**src/rtl/lpif_online_seq_pkg.sv**
```systemverilog
// Shared definitions for the LPIF online sequencer.
//   state_t  : sequencer state encoding (3-bit, visible in the debug word)
//   CNT_W    : width of the per-state cycle counter
//   ERR_W    : width of the error-entry counter
package lpif_online_seq_pkg;

  typedef enum logic [2:0] {
    ST_IDLE      = 3'd0,
    ST_WAIT_PHY  = 3'd1,
    ST_TX_SETTLE = 3'd2,
    ST_RX_ALIGN  = 3'd3,
    ST_UP        = 3'd4,
    ST_ERR       = 3'd5
  } state_t;

  localparam int CNT_W = 16;
  localparam int ERR_W = 8;

endpackage

```
**src/rtl/lpif_sat_counter.sv**
```systemverilog
// Saturating up-counter with synchronous clear.
//   clk   : clock
//   rst_n : synchronous active-low reset, forces cnt to 0
//   clr   : synchronous clear (wins over inc)
//   inc   : increment request; the count sticks at all-ones
//   cnt   : current count
module lpif_sat_counter #(
  parameter int W = 16
) (
  input  logic         clk,
  input  logic         rst_n,
  input  logic         clr,
  input  logic         inc,
  output logic [W-1:0] cnt
);

  always_ff @(posedge clk) begin
    if (!rst_n) begin
      cnt <= '0;
    end else if (clr) begin
      cnt <= '0;
    end else if (inc && (cnt != '1)) begin
      cnt <= cnt + 1'b1;
    end
  end

endmodule

```
**src/rtl/lpif_online_seq.sv**
```systemverilog
// LPIF online sequencer: brings the TX then RX datapath online once every
// PHY channel reports ready, waits for RX alignment and declares the link up.
// Any ready drop while online, or a wait timeout, parks the FSM in ERR until
// link_enable is withdrawn.
//   clk_wr           : single clock
//   rst_wr_n         : synchronous active-low reset
//   link_enable      : 1 requests bring-up, 0 requests teardown (top priority)
//   phy_tx_ready     : per-channel PHY TX ready
//   phy_rx_ready     : per-channel PHY RX ready
//   rx_align_ok      : datapath alignment achieved
//   settle_value     : TX settle cycles before RX enable (sampled live)
//   timeout_value    : wait timeout in cycles, 0 disables (sampled live)
//   tx_online        : datapath TX enable
//   rx_online        : datapath RX enable
//   link_up          : link operational
//   link_err         : sequencing failure
//   seq_debug_status : {err_cnt, 8'h0, tx_ready[3:0], rx_ready[3:0], 5'h0, state}
module lpif_online_seq
  import lpif_online_seq_pkg::*;
#(
  parameter int NUM_CH = 4
) (
  input  logic              clk_wr,
  input  logic              rst_wr_n,
  input  logic              link_enable,
  input  logic [NUM_CH-1:0] phy_tx_ready,
  input  logic [NUM_CH-1:0] phy_rx_ready,
  input  logic              rx_align_ok,
  input  logic [15:0]       settle_value,
  input  logic [15:0]       timeout_value,
  output logic              tx_online,
  output logic              rx_online,
  output logic              link_up,
  output logic              link_err,
  output logic [31:0]       seq_debug_status
);

  state_t            state;
  state_t            state_nxt;
  logic [CNT_W-1:0]  cyc_cnt;
  logic [ERR_W-1:0]  err_cnt;
  logic              all_ready;
  logic              tmo_hit;
  logic              state_chg;
  logic              err_entry;
  logic [3:0]        tx_rdy4;
  logic [3:0]        rx_rdy4;

  assign all_ready = (&phy_tx_ready) & (&phy_rx_ready);
  // Fires on the last allowed cycle so the ERR transition lands exactly
  // timeout_value cycles after entering the waiting state.
  assign tmo_hit   = (timeout_value != 16'd0) && (cyc_cnt == timeout_value - 16'd1);
  assign state_chg = (state_nxt != state);
  assign err_entry = (state_nxt == ST_ERR) && (state != ST_ERR);

  always_ff @(posedge clk_wr) begin
    if (!rst_wr_n) begin
      state <= ST_IDLE;
    end else begin
      state <= state_nxt;
    end
  end

  always_comb begin
    state_nxt = state;
    if (!link_enable) begin
      state_nxt = ST_IDLE;
    end else begin
      case (state)
        ST_IDLE:      state_nxt = ST_WAIT_PHY;
        ST_WAIT_PHY: begin
          if (all_ready)    state_nxt = ST_TX_SETTLE;
          else if (tmo_hit) state_nxt = ST_ERR;
        end
        ST_TX_SETTLE: begin
          if (!all_ready)                  state_nxt = ST_ERR;
          else if (cyc_cnt >= settle_value) state_nxt = ST_RX_ALIGN;
        end
        ST_RX_ALIGN: begin
          if (!all_ready)       state_nxt = ST_ERR;
          else if (rx_align_ok) state_nxt = ST_UP;
          else if (tmo_hit)     state_nxt = ST_ERR;
        end
        ST_UP: begin
          if (!all_ready) state_nxt = ST_ERR;
        end
        ST_ERR:       state_nxt = ST_ERR;
        default:      state_nxt = ST_IDLE;
      endcase
    end
  end

  lpif_sat_counter #(.W(CNT_W)) u_cyc_cnt (
    .clk   (clk_wr),
    .rst_n (rst_wr_n),
    .clr   (state_chg),
    .inc   (1'b1),
    .cnt   (cyc_cnt)
  );

  lpif_sat_counter #(.W(ERR_W)) u_err_cnt (
    .clk   (clk_wr),
    .rst_n (rst_wr_n),
    .clr   (1'b0),
    .inc   (err_entry),
    .cnt   (err_cnt)
  );

  always_comb begin
    tx_online = 1'b0;
    rx_online = 1'b0;
    link_up   = 1'b0;
    link_err  = 1'b0;
    case (state)
      ST_TX_SETTLE: tx_online = 1'b1;
      ST_RX_ALIGN: begin
        tx_online = 1'b1;
        rx_online = 1'b1;
      end
      ST_UP: begin
        tx_online = 1'b1;
        rx_online = 1'b1;
        link_up   = 1'b1;
      end
      ST_ERR:       link_err = 1'b1;
      default:      ;
    endcase
  end

  always_comb begin
    tx_rdy4               = 4'h0;
    rx_rdy4               = 4'h0;
    tx_rdy4[NUM_CH-1:0]   = phy_tx_ready;
    rx_rdy4[NUM_CH-1:0]   = phy_rx_ready;
  end

  assign seq_debug_status = {err_cnt, 8'h00, tx_rdy4, rx_rdy4, 5'h00, state};

endmodule
```
**config.mk**
```make
export PLATFORM = sky130hd
export DESIGN_NAME = lpif_online_seq
export DESIGN_NICKNAME = d
export VERILOG_FILES = /design/src/rtl/lpif_online_seq_pkg.sv /design/src/rtl/lpif_sat_counter.sv /design/src/rtl/lpif_online_seq.sv
export SDC_FILE = /design/constraint.sdc
export NUM_CORES = 1
export LEC_CHECK = 0
export ABC_CLOCK_PERIOD_IN_PS = 4000
export CAP_MARGIN = 10
export CORE_ASPECT_RATIO = 1.4
export CORE_MARGIN = 2
export CORE_UTILIZATION = 44
export CTS_BUF_LIST = sky130_fd_sc_hd__clkbuf_4
export DETAILED_ROUTE_END_ITERATION = 10
export GPL_TIMING_DRIVEN = 1
export PLACE_DENSITY = 0.71
export SETUP_SLACK_MARGIN = 0.2
export SLEW_MARGIN = 10
export SYNTH_ARGS = -nofsm -noshare
export SYNTH_HDL_FRONTEND = slang
export SYNTH_SLANG_ARGS = --single-unit
```
**constraint.sdc**
```tcl
create_clock -name clk_wr -period 4 [get_ports clk_wr]
set_input_delay 0.8 -clock clk_wr [delete_from_list [all_inputs] [get_ports clk_wr]]
set_output_delay 0.8 -clock clk_wr [all_outputs]
set_load 0.02 [all_outputs]
```
Word level (Yosys, flattened, before mapping) --
Index checks and enable logic that the tools add are counted.
Word-level totals: output and inout port bits 36, word-level logic and storage cells 43, input bits 44, bits in registers 27
Cells by class: $lt $le $gt $ge 1, add/sub/neg operators 3, eq/ne operators 11, mux-type cells 13, bitwise logic cells 2, reduce and logical (&&, ||, !) cells 10
Operators with widths (count):
- two-way mux 3 bit | 8
- one-hot mux 3 bit (6 select lines) | 1
- adder 16 x 1 -> 16 bit, second input constant | 1
- equality test 16 bit | 1
- greater-or-equal comparator 16 bit | 1
- != test 16 bit, second input constant | 1
- nonzero test 16 bit | 1
- subtractor 16 x 1 -> 16 bit, second input constant | 1
- equality test 3 bit, second input constant | 3
- adder 8 x 1 -> 8 bit, second input constant | 1
- != test 8 bit, second input constant | 1
- AND reduction 4 bit | 2
- equality test 3 x 2 -> 1 bit, second input constant | 2
- two-way mux 1 bit | 4
- OR reduction 2 bit | 2
- equality test 3 x 1 -> 1 bit, second input constant | 1
- logical AND 1 bit | 3
- logical NOT 3 bit | 1
- != test 3 bit | 1
- != test 3 bit, second input constant | 1
- OR reduction 3 bit | 1
- bitwise AND 1 bit | 1
- NOT 1 bit | 1

Logic depth before layout (Yosys ltp) --
depth in word-level cells 11, mapped depth 11, depth with buffers taken out 10

Hierarchy --
Synthesis repeated with hierarchy kept, for this count alone.
Second synthesis, totals: cells, all modules 353, area, all modules 2847.7 µm²
By module, submodules not included:
- lpif_online_seq | sequential area each 60.1 µm², cells an instance 216, area each 1561.5 µm², times used 1
- lpif_sat_counter (u_cyc_cnt) | sequential area each 320.3 µm², cells an instance 91, area each 864.6 µm², times used 1
- lpif_sat_counter (u_err_cnt) | sequential area each 160.2 µm², cells an instance 46, area each 421.7 µm², times used 1

Worst setup path before layout --
No wires, ideal clock.
path kind input -> register, start point in timeout_value[0], end point reg u_cyc_cnt.cnt[13], arrival 3.031 ns, stages 11, library setup time 0.138 ns, required time 3.862 ns, path buffers 1, setup slack 0.831 ns, cell sequence inv_1 -> ha_1 -> or4b_1 -> nor4_1 -> xnor2_1 -> o2111ai_1 -> nor4_2 -> nand3_4 -> a22oi_4 -> buf_6 -> a211oi_2
On the way: cells in the longest elaborated chain, start to end 10, elaborated cells on any way between the ends 12, those cells by class add/sub: 1; eq/ne: 2; mux: 6; reduce/logical: 3
RTL lines:
- start, declared | line lpif_online_seq.sv:30 | input logic [15:0] timeout_value,
- subtractor 16 x 1 -> 16 bit | line lpif_online_seq.sv:52 | assign tmo_hit = (timeout_value != 16'd0) && (cyc_cnt == timeout_value - 16'd1);
- equality test 16 bit | line lpif_online_seq.sv:52
- logical AND 1 bit (*) | line lpif_online_seq.sv:52
- two-way mux 3 bit (*) | line lpif_online_seq.sv:73, lpif_online_seq.sv:82
- two-way mux 3 bit | line lpif_online_seq.sv:81 | else if (rx_align_ok) state_nxt = ST_UP;
- two-way mux 3 bit | line lpif_online_seq.sv:80 | if (!all_ready) state_nxt = ST_ERR;
- one-hot mux 3 bit (6 select lines) (*) | line lpif_online_seq.sv:69 | case (state)
- two-way mux 3 bit (*) | line lpif_online_seq.sv:66 | if (!link_enable) begin
- != test 3 bit (*) | line lpif_online_seq.sv:53 | assign state_chg = (state_nxt != state);
- OR reduction 2 bit (no line) (*)
- end signal, assigned | line lpif_sat_counter.sv:23 | cnt <= cnt + 1'b1;
- end, declared | line lpif_sat_counter.sv:14 | output logic [W-1:0] cnt
Mark *: on every way between the ends. The rest lies on a longest branch, timed or not. A chain may end at the register's enable or synchronous reset.

Worst setup path in the final report --
start point in timeout_value[5], end point reg u_err_cnt.cnt[2]
On the way: cells in the longest elaborated chain, start to end 11, elaborated cells on any way between the ends 13, those cells by class add/sub: 1; eq/ne: 2; mux: 6; reduce/logical: 4
RTL lines:
- subtractor 16 x 1 -> 16 bit | line lpif_online_seq.sv:52
- equality test 16 bit | line lpif_online_seq.sv:52
- logical AND 1 bit (*) | line lpif_online_seq.sv:52
- two-way mux 3 bit (*) | line lpif_online_seq.sv:73, lpif_online_seq.sv:82
- two-way mux 3 bit | line lpif_online_seq.sv:81
- two-way mux 3 bit | line lpif_online_seq.sv:80
- one-hot mux 3 bit (6 select lines) (*) | line lpif_online_seq.sv:69
- two-way mux 3 bit (*) | line lpif_online_seq.sv:66
- equality test 3 bit (*) | line lpif_online_seq.sv:54 | assign err_entry = (state_nxt == ST_ERR) && (state != ST_ERR);
- logical AND 1 bit (*) | line lpif_online_seq.sv:54
- logical AND 1 bit (*) | line lpif_sat_counter.sv:22 | end else if (inc && (cnt != '1)) begin
- end signal, assigned | line lpif_sat_counter.sv:23
- end, declared | line lpif_sat_counter.sv:14
Marked as above.

==> results.json <==
{
  "cts_max_level": 1,
  "dp_slack_ns": 0.1063,
  "clk_pin_slew_ns": 0.14,
  "ys_seq_elements": 27,
  "ys.flop_type": "dfxtp_1",
  "antenna_cells": 0,
  "post_cts_resized": 0,
  "cp_max_fo": 5,
  "fin_skew_ns": 0.001967,
  "avgSynthCellArea_um2": 7.898,
  "port_buffers": 66,
  "finalHoldViolations": 0,
  "drive_gt1_share_pct": 9.954,
  "cp-end-kind": "flop",
  "worst_slack_ns": 0.4802,
  "grt_pass1_vias": 2777,
  "routed_wirelength_um": 7346,
  "required_ns": 4.25,
  "grt_overflow_total": 0,
  "die_w_um": 72.97,
  "synthTopCellsByCount": "nand2_1 (32), dfxtp_1 (27), nor2_1 (25), inv_1 (23), buf_4 (22)",
  "grt_max_degree": 19,
  "initial_core_util_pct": 44.91,
  "holdBufCountCts": 0,
  "postCtsSetupRepairBufs": 0,
  "tightest_slew_ns": 0.7728,
  "nets": 497,
  "worst_setup_path_start_kind": "input port",
  "setup_tns_ns": 0,
  "track_usage_pct": 20.16,
  "ir_drop_mv": 0.1300,
  "die_area_mm2": 0.007338,
  "grt_pass1_wl_um": 12120,
  "period_share_pct": 87.99,
  "cts_max_path_buffers": 2,
  "gp_congestion": 0.9889,
  "synth_cell_types": 66,
  "yosysWarnings": 0,
  "r2r_setup_slack_ns": 1.04,
  "final_max_slew_viol_count": 0,
  "wl_per_cell_um": 14.52,
  "clockRootBuffer": "clkbuf_4",
  "hold_class": "flop to flop",
  "synthTopCellsByArea": "dfxtp_1 (18%), ha_1 (8.5%), buf_4 (5.6%)",
  "clock_sink_count": 27,
  "synthCells": 371,
  "drtPass1Iterations": 5,
  "core_area_mm2": 0.006525,
  "hpwlAfterDp_um": 6053,
  "ant_nets": 0,
  "syn_area_mm2": 0.002930,
  "fp-row-count": 35,
  "slew_headroom_pct": 48.48,
  "finalSetupViolCount": 0,
  "outcome": "finished, final reports clean",
  "dr.first_iter.drc_count": 72,
  "tritoncts": "done",
  "fin_crit_ns": 3.520,
  "clock_latency_ns": 0.31,
  "path_class": "input port to flop",
  "area_growth_pct": 24.30,
  "synth-seq-area-share_pct": 18.45,
  "rsz0062_at_grt": "false",
  "antenna_found_initial": 0,
  "synth.largest_area_cell": "dfxtp_1",
  "die_y_um": 100.6,
  "yosysTopAreaCellShare_pct": 18.45,
  "cellLeakagePower_nw": 1.414,
  "async_flop_share_pct": 0,
  "power_density_mw_per_mm2": 162.2,
  "routed_via_density": 5.668,
  "synth_edf_count": 0,
  "drv_cap": 0,
  "drc": 0,
  "io_pins": 80,
  "vias": 2868,
  "numCtsBuffers": 3,
  "clock.fmax_ghz": 0.2841,
  "synth.most_common_cell": "nand2_1",
  "worst_ep_arrival_time_ns": 3.77
}
path summary, 6_finish.rpt:
path                                 startpoint                       endpoint  depth (start not counted)
hold / removal    u_err_cnt.cnt[7]$_SDFFE_PN0P_  u_err_cnt.cnt[7]$_SDFFE_PN0P_                          2
setup reg to reg  u_cyc_cnt.cnt[9]$_SDFFE_PP0P_  u_cyc_cnt.cnt[0]$_SDFFE_PP0P_                         10
hold reg to reg   u_err_cnt.cnt[7]$_SDFFE_PN0P_  u_err_cnt.cnt[7]$_SDFFE_PN0P_                          2
setup / recovery               timeout_value[5]  u_err_cnt.cnt[2]$_SDFFE_PN0P_                         11
cell type report:
class	count	area, µm²
Multi-Input combinational cell	301	2137
Sequential cell	27	540.5
Clock buffer	4	30.03
Inverter	23	86.33
Timing Repair Buffer	77	755.7
Fill cell	631	2883
Tap cell	74	92.59
power breakdown:
group,internal [mW],switching (mW)
Sequential,0.272,0.00820
Clock,0.0457,0.0777
Combinational,0.0916,0.0951
Total,0.410,0.181
per-stage QoR:
| step | cell area (µm²) | cells | utilization (%) | hold WS [ns] | power [mW] |
|---|---|---|---|---|---|
| after floorplan | 2975 | 383 | - | 0.5589 | 0.3987 |
| after global placement | 3612 | 502 | 55.36 | 0.4915 | 0.4705 |
| after detailed placement | 3612 | 502 | 55.36 | 0.4994 | 0.4726 |
| after CTS | 3642 | 506 | 55.82 | 0.5223 | 0.5984 |
| after global routing | 3642 | 506 | 55.82 | 0.5554 | 0.6240 |
| final | 3642 | 506 | 55.82 | 0.5268 | 0.5907 |
cells in the final DEF, fill, tap and decap left out, types with 4 or more instances in the layout:
cell type and instances:
clkdlybuf4s50_1 66, nand2_1 32, dfxtp_1 27, nor2_1 25, inv_1 23, ha_1 20
xor2_1 18, nor3_1 16, xnor2_1 15, o21ai_0 14, nand4_1 13, nand3_1 13
conb_1 13, mux2i_1 11, buf_4 10, nand2b_1 9, a21oi_1 9, nor3_2 9
nor2b_1 7, and3_1 7, a31oi_1 4, or4_1 4, nand3b_1 4, clkbuf_4 4
sequential cells by signal, summed over array words and instances (netlist names):
signal         flops
state              3
u_err_cnt.cnt      8
u_cyc_cnt.cnt     16
worst max-delay path: stages:
cell	delay (ns)
clkdlybuf4s50_1	0.46
or4_4	0.52
buf_4	0.18
nor4_1	0.32
xnor2_1	0.21
o2111ai_1	0.17
nor4_2	0.24
buf_4	0.19
nand4_1	0.18
a21boi_0	0.29
mux2i_1	0.21
cells by family after synthesis:
logic type                 after synthesis  share of synthesized area, %
AOI/OAI and AO/OA                       58                         14.48
xor gates and xnor gates                34                         10.42
adders and majority gates               20                         8.540
buffers and inverters                   55                         10.16
DFF                                     27                         18.45
muxes                                   13                         4.526
other                                    1                        0.1280
and+or+nand+nor                        163                         33.31
metal layers:
metal	track usage, %	routed length, µm	part of all wire, %
met5	0	0	0
met4	8.262	258	3.5
met3	1.400	317	4.3
met2	37.20	3811	52
met1	23.50	2958	40
Note: power is estimated with default switching activity, not from simulation.
